## src/rtl/fir_tdm_decim.sv

```systemverilog
// Multi-channel decimating FIR filter built around one shared MAC unit that handles one tap per cycle.
// Each channel keeps its own circular sample history. The coefficient set is common to all channels.
module fir_tdm_decim #(
    parameter int DATA_W   = 16,
    parameter int COEF_W   = 16,
    parameter int TAPS     = 32,
    parameter int CHANNELS = 2,
    parameter int DECIM    = 1,
    parameter int OUT_W    = 32,
    parameter int SHIFT    = 0,
    localparam int ACC_W   = DATA_W + COEF_W + $clog2(TAPS),
    localparam int CH_W    = (CHANNELS > 1) ? $clog2(CHANNELS) : 1,
    localparam int CA_W    = (TAPS > 1) ? $clog2(TAPS) : 1
) (
    input  logic              clk,
    input  logic              rst_n,
    input  logic [DATA_W-1:0] s_data,
    input  logic [CH_W-1:0]   s_chan,
    input  logic              s_valid,
    output logic              s_ready,
    input  logic              coef_we,
    input  logic [CA_W-1:0]   coef_addr,
    input  logic [COEF_W-1:0] coef_data,
    output logic [OUT_W-1:0]  m_data,
    output logic [CH_W-1:0]   m_chan,
    output logic              m_valid,
    input  logic              m_ready
);

    localparam int PH_W   = (DECIM > 1) ? $clog2(DECIM) : 1;
    localparam int PROD_W = DATA_W + COEF_W;
    localparam int EXT_W  = (ACC_W > OUT_W) ? ACC_W : OUT_W;

    typedef enum logic [1:0] {IDLE = 2'd0, MAC = 2'd1, OUT = 2'd2} state_t;

    state_t                    r_state;
    logic signed [DATA_W-1:0]  r_hist [CHANNELS][TAPS];
    logic [CA_W-1:0]           r_wptr [CHANNELS];
    logic [PH_W-1:0]           r_phase [CHANNELS];
    logic signed [COEF_W-1:0]  r_coef [TAPS];
    logic [CH_W-1:0]           r_ch;
    logic [CA_W-1:0]           r_base;
    logic [CA_W-1:0]           r_k;
    logic signed [ACC_W-1:0]   r_acc;
    logic [OUT_W-1:0]          r_m_data;
    logic [CH_W-1:0]           r_m_chan;
    logic                      r_m_valid;

    logic                      w_chan_ok;
    logic [CA_W:0]             w_idx_ext;
    logic [CA_W-1:0]           w_rd_idx;
    logic signed [DATA_W-1:0]  w_x;
    logic signed [COEF_W-1:0]  w_h;
    logic signed [PROD_W-1:0]  w_prod;
    logic signed [ACC_W-1:0]   w_shifted;
    logic [OUT_W-1:0]          w_sat;

    // Clamp a shifted accumulator value into the signed OUT_W output range.
    function automatic logic [OUT_W-1:0] sat_out(input logic signed [ACC_W-1:0] v);
        logic signed [EXT_W-1:0] ve;
        logic signed [EXT_W-1:0] vmax;
        logic signed [EXT_W-1:0] vmin;
        ve   = EXT_W'(v);
        vmax = {{(EXT_W-OUT_W+1){1'b0}}, {(OUT_W-1){1'b1}}};
        vmin = ~vmax;
        if (ve > vmax) begin
            sat_out = vmax[OUT_W-1:0];
        end else if (ve < vmin) begin
            sat_out = vmin[OUT_W-1:0];
        end else begin
            sat_out = ve[OUT_W-1:0];
        end
    endfunction

    assign s_ready   = (r_state == IDLE) & ~rst_n;
    assign w_chan_ok = (int'(s_chan) < CHANNELS);
    assign w_x       = r_hist[r_ch][w_rd_idx];
    assign w_h       = r_coef[r_k];
    assign w_prod    = w_x * w_h;
    assign w_shifted = r_acc >>> SHIFT;
    assign w_sat     = sat_out(w_shifted);
    assign m_data    = r_m_data;
    assign m_chan    = r_m_chan;
    assign m_valid   = r_m_valid;

    // History read address for tap k: x[n-k] sits k slots behind the newest sample, modulo TAPS.
    always_comb begin
        w_idx_ext = {1'b0, r_base} + (CA_W+1)'(TAPS) - {1'b0, r_k};
        w_rd_idx  = w_idx_ext[CA_W-1:0];
        if (w_idx_ext >= (CA_W+1)'(TAPS)) begin
            w_rd_idx = CA_W'(w_idx_ext - (CA_W+1)'(TAPS));
        end else begin
            w_rd_idx = w_idx_ext[CA_W-1:0];
        end
    end

    // Control FSM, sample history, coefficient store, MAC accumulator and output register.
    always_ff @(posedge clk or posedge rst_n) begin
        if (rst_n) begin
            r_state   <= IDLE;
            r_ch      <= '0;
            r_base    <= '0;
            r_k       <= '0;
            r_acc     <= '0;
            r_m_data  <= '0;
            r_m_chan  <= '0;
            r_m_valid <= 1'b0;
            for (int c = 0; c < CHANNELS; c++) begin
                r_wptr[c]  <= '0;
                r_phase[c] <= '0;
                for (int t = 0; t < TAPS; t++) begin
                    r_hist[c][t] <= '0;
                end
            end
            for (int t = 0; t < TAPS; t++) begin
                r_coef[t] <= '0;
            end
        end else begin
            if (r_m_valid && m_ready) begin
                r_m_valid <= 1'b0;
            end
            case (r_state)
                IDLE: begin
                    if (coef_we && (int'(coef_addr) < TAPS)) begin
                        r_coef[coef_addr] <= coef_data;
                    end
                    // Samples addressed to a nonexistent channel are swallowed without touching state.
                    if (s_valid && w_chan_ok) begin
                        r_hist[s_chan][r_wptr[s_chan]] <= s_data;
                        if (r_wptr[s_chan] == CA_W'(TAPS - 1)) begin
                            r_wptr[s_chan] <= '0;
                        end else begin
                            r_wptr[s_chan] <= r_wptr[s_chan] + 1'b1;
                        end
                        if (r_phase[s_chan] == PH_W'(DECIM - 1)) begin
                            r_phase[s_chan] <= '0;
                            r_ch            <= s_chan;
                            r_base          <= r_wptr[s_chan];
                            r_acc           <= '0;
                            r_k             <= '0;
                            r_state         <= MAC;
                        end else begin
                            r_phase[s_chan] <= r_phase[s_chan] + 1'b1;
                        end
                    end
                end
                MAC: begin
                    r_acc <= r_acc + ACC_W'(w_prod);
                    if (r_k == CA_W'(TAPS - 1)) begin
                        r_state <= OUT;
                    end else begin
                        r_k <= r_k + 1'b1;
                    end
                end
                OUT: begin
                    if (!r_m_valid || m_ready) begin
                        r_m_data  <= w_sat;
                        r_m_chan  <= r_ch;
                        r_m_valid <= 1'b1;
                        r_state   <= IDLE;
                    end
                end
                default: begin
                    r_state <= IDLE;
                end
            endcase
        end
    end

endmodule

```

## config.mk

```make
export PLATFORM = sky130hd
export DESIGN_NAME = fir_tdm_decim
export DESIGN_NICKNAME = d
export VERILOG_FILES = /design/src/rtl/fir_tdm_decim.sv
export SDC_FILE = /design/constraint.sdc
export NUM_CORES = 2
export LEC_CHECK = 0
export CAP_MARGIN = 20
export CORE_UTILIZATION = 45
export CTS_CLUSTER_SIZE = 16
export DETAILED_ROUTE_END_ITERATION = 10
export GPL_TIMING_DRIVEN = 0
export PLACE_DENSITY = 0.64
export SLEW_MARGIN = 20
export SYNTH_ARGS = -nofsm -noshare
export SYNTH_HDL_FRONTEND = slang
export SYNTH_SLANG_ARGS = --single-unit
```

## constraint.sdc

```tcl
create_clock -name clk -period 158.5 [get_ports clk]
set_input_delay 31.7 -clock clk [delete_from_list [all_inputs] [get_ports clk]]
set_output_delay 31.7 -clock clk [all_outputs]
set_load 0.01 [all_outputs]
```

[Word level (Yosys, flattened, before mapping)]
Index checks and enable logic that the tools add are counted.
W data, S select, Z words.
Storage, ports and cells
  register bits: 1632
  input port bits: 43
  output and inout bits: 35
  logic and storage cells: 214
Cells by class
  add/subtract/negate cells: 7
  multiply operators: 1
  $lt $le $gt $ge: 12
  eq/ne operators: 9
  multiplexer cells: 49
  bitwise logic cells: 13
  reductions and logical operators: 15
Operator list (number)
  $mux W512: 4
  $bwmux W1024: 1
  $bwmux W512: 1
  $demux W512 S1: 1
  $bmux W16 S5: 2
  $demux W16 S5: 2
  $mux W16: 6
  $mux W37: 2
  $pmux W37 S2: 1
  $mux W32: 2
  $mux W5: 8
  $add A37 B32 Y37: 1
  $gt A37 B32 Y1 const B: 1
  $lt A37 B32 Y1 const B: 1
  $mul A16 B16 Y32: 1
  $ge A6 B6 Y1 const B: 5
  $not A5 Y6: 4
  $lt A6 B1 Y1 const B: 2
  $add A5 B1 Y5 const B: 2
  $and A10 B10 Y10: 1
  $bwmux W10: 1
  $eq A5 B5 Y1 const B: 2
  $mux W10: 1
  $mux W2: 5
  other kinds (29): 49

[Longest topological paths before layout]
  word-level depth: 12
  gate-level depth with buffers: 37
  gate-level depth less buffers: 33

[Worst setup path before layout]
No wires, ideal clock.
  kind: input port to output port
  start point: in rst_n
  end point: out s_ready
  data arrival time: 31.959 ns
  data required time: 126.800 ns
  setup slack: 94.841 ns
  stages: 1
  path buffers: 0
  cell sequence: nor3_1
On the way
  word-level cells in the longest chain between the ends: 2
Ends and longest elaborated chain
  start, declared: RTL line 16  | input logic rst_n,
  $not A1 Y1: RTL line 75  | assign s_ready = (r_state == IDLE) & ~rst_n;
  $and A1 B1 Y1: RTL line 75
  end, declared: RTL line 20  | output logic s_ready,
No other way between the ends.

[Worst setup path after layout]
Same ends and word-level chain as after synthesis.

==> qor.yml <==
timing:
  tightest_slew_ns: 1.28
  clock_skew_ns: 0.0749
  max_freq_ghz: 0.0155
  finalHoldViolCount: 0
  maxSlewHeadroom: 0.146
  rsz0062_at_grt: "false"
  fin_crit_sh: 0.408
  fin_tns_setup_ns: 0
  setup_viol: 0
  slew_violations: 0
  fin_crit_ns: 64.66
flow_run:
  drv_cap: 0
power:
  netSwitchingPower_uw: 982
  p_leak_nw: 46.0
  p_seq_frac: 0.226
  powerDensity_nw_per_um2: 23.1
  p_comb_frac: 0.580
  swShare: 0.444
  peakVddDrop_v: 0.0000395
  internal-power_mw: 1.23
  power_frac_clock: 0.195
cts:
  ctsHoldBuffers: 0
  cts_buffers: 175
  cts_setup_buffers: 0
  clockBufferDepth: 3
  htreeDepth: 4
  cts_tree: "yes"
  cts-root-buf: "clkbuf_16"
  clkTransAtPathRegs_ns: 0.06
  clkLatencyLatePin_ns: 0.87
  cts_resized: 0
  cts.sinks: 1632
synth:
  yosys_warnings: 0
  synth_area_um2: 85200
  syn_inst: 5841
  synth-simple-area-share: 0.0314
  synth_cell_types: 65
  synthXorXnorAreaFrac: 0.00432
  synth_top_cells_by_area: "dfrtp_1 (48%), mux2_2 (21%), mux4_2 (13%), fa_1 (7.5%), ha_1 (1.7%)"
  synth_area_leader_cell: "dfrtp_1"
  yosysSeqAreaShare: 0.479
  syn_nets: 6323
  yosys_most_used_dff: "dfrtp_1"
  avgSynthCellArea_um2: 14.6
  synthAdderAreaFrac: 0.0926
  synthMuxAreaShare: 0.336
  synth_top_area_frac: 0.479
  synth_edf_count: 0
  synth_compound_area_frac: 0.0173
  synth_seq_cells: 1632
  async_reset_ff_frac: 1.00
  synth_top_family_by_area: "multiplexers"
worst_setup_path:
  r2r_cells: 34
  crit_required_ns: 126.80
  crit_buf_inv: 2
  start_kind: "primary input"
  crit_top_cell: "clkdlybuf4s50_1"
  critPathCaptureType: "primary output"
  crit_family: "buffers and inverters"
  arrival_ns: 32.96
  crit_cells: 3
  critPathSlowestCell: "clkdlybuf4s50_1"
  cp_max_fo: 2
  critPathMaxStageDelay_ns: 0.56
  crit_path_cell_trace: "clkdlybuf4s50_1 > nor3_1 > clkdlybuf4s50_1"
  path_class: "primary input to primary output"
place:
  place_congestion: 0.918
  portBuffers: 60
  dp.cells: 8425
  dp_hpwl_um: 180000
min_path:
  holdPathStages: 1
  min_path_type: "flop to flop"
final_layout:
  drive_above_1_share: 0.418
  final_common_cell: "dfrtp_1"
  fillerInstances: 15800
  nNetsFinal: 6593
  fin_cells: 8745
  mostFrequentLayoutCells: "dfrtp_1 (1632), mux2_2 (1562), mux4_2 (476), inv_1 (355), fa_1 (319)"
  area_delta_synth_final_pct: 12.5
  final_core_util: 0.510
floorplanning:
  initial_core_util: 0.453
  die_h_um: 437
  fp.dieW_um: 437
  row_count: 159
  core_um2: 188000
  die_area_um2: 191000
  io_pins: 78
routing:
  drc_errors: 8
  drt_iter0_drc: 4917
  first_pass_iters: 8
  postRouteAntennaNets: 0
  wirelength_um: 259000
  route.vias.total: 52300
  viasPerCell: 5.98
  wire_per_inst_um: 29.6
global_route:
  grt_pass1_vias: 54800
  grt_pass1_wl_um: 383000
  antenna_found_initial: 14
  grt_usage: 0.276
  overflow: 0
  grt_max_degree: 107
status:
  outcome: "complete, but fails checks"
  violations: "DRC"
stage by stage:
stage	cell area, µm²	setup slack, ns	power [mW]	hold WS [ns]
final	95900	93.84	2.21	0.481
after global routing	95900	93.77	2.37	0.495
after CTS	95900	93.84	2.22	0.481
after detailed placement	89800	93.85	1.78	0.463
after global placement	89000	63.20	1.77	0.463
after floorplan	85200	80.75	1.40	0.445
power groups by stage:
| stage | clock network (mW) | registers (mW) | logic, mW |
|---|---|---|---|
| 4_1_cts | 0.436 | 0.499 | 1.28 |
| 3_5_place_dp | 0 | 0.506 | 1.28 |
| 3_3_place_gp | 0 | 0.507 | 1.26 |
| 2_1_floorplan | 0 | 0.499 | 0.901 |
| 5_1_grt | 0.452 | 0.504 | 1.41 |
| 6_report | 0.431 | 0.499 | 1.28 |
sequential cells by signal, summed over array words and instances, names as in the netlist:
signal / cells
r_hist: 1024
r_coef: 512
r_acc: 37
m_data: 32
r_wptr: 10
r_base: 5
r_k: 5
r_phase: 2
r_state: 2
m_chan: 1
m_valid: 1
r_ch: 1
layer usage:
| metal | up-vias | track usage | part of all wire |
|---|---|---|---|
| li1 | 21200 | - | - |
| met1 | 28600 | 0.387 | 0.42 |
| met2 | 1961 | 0.428 | 0.46 |
| met3 | 493 | 0.0551 | 0.075 |
| met4 | 0 | 0.0975 | 0.039 |
| met5 | - | 0 | 0 |
cells in the mapped netlist (34+ instances only):
cell	number
nor2_1	219
nor2b_1	45
dfrtp_1	1632
buf_2	103
clkbuf_1	276
o21ai_0	79
ha_1	119
fa_1	320
mux2_2	1562
mux2i_1	34
nand2b_1	35
inv_1	356
a21oi_1	72
nand2_1	210
mux4_2	476
cell type report:
class                   instances  area [µm²]  share of cell area
multi-input cells            3401       41200               0.430
flip-flops and latches       1632       40800               0.426
clock buffers                 265        5250              0.0547
well taps                    2495        3120              0.0325
plain buffers                 445        2020              0.0211
inverters                     363        1370              0.0143
repair buffers                 93        1260              0.0131
clock inverters                47         827             0.00862
diodes                          4        10.0            0.000104
worst register-to-register path: cells and delay by family (launching register included):
family / cells / cell delay [ns]
AO/OA/AOI/OAI: 8 / 2.56
XOR/XNOR: 1 / 0.15
adder cells (fa/ha/maj): 8 / 3.63
buffers and inverters: 11 / 2.72
flip-flops: 1 / 0.51
AND/OR/NAND/NOR: 6 / 1.66
cells by family after synthesis:
group / count (synthesis)
multiplexers: 2073
flip-flops: 1632
buffers and inverters: 808
AND/OR/NAND/NOR: 600
adder cells (fa/ha/maj): 439
AO/OA/AOI/OAI: 247
XOR/XNOR: 42
worst paths after layout:
path	startpoint	end	slack, ns
worst max-delay path	rst_n	s_ready	93.84
worst min-delay path	r_phase[1]	r_phase[1]	0.48
worst max register to register	r_k[1]	r_acc[36]	147.14
worst min register to register	r_phase[1]	r_phase[1]	0.48
max in group asynchronous	rst_n	r_hist[438]	123.34
min in group asynchronous	rst_n	r_acc[33]	31.36
Power figures use the tool's default switching activity.
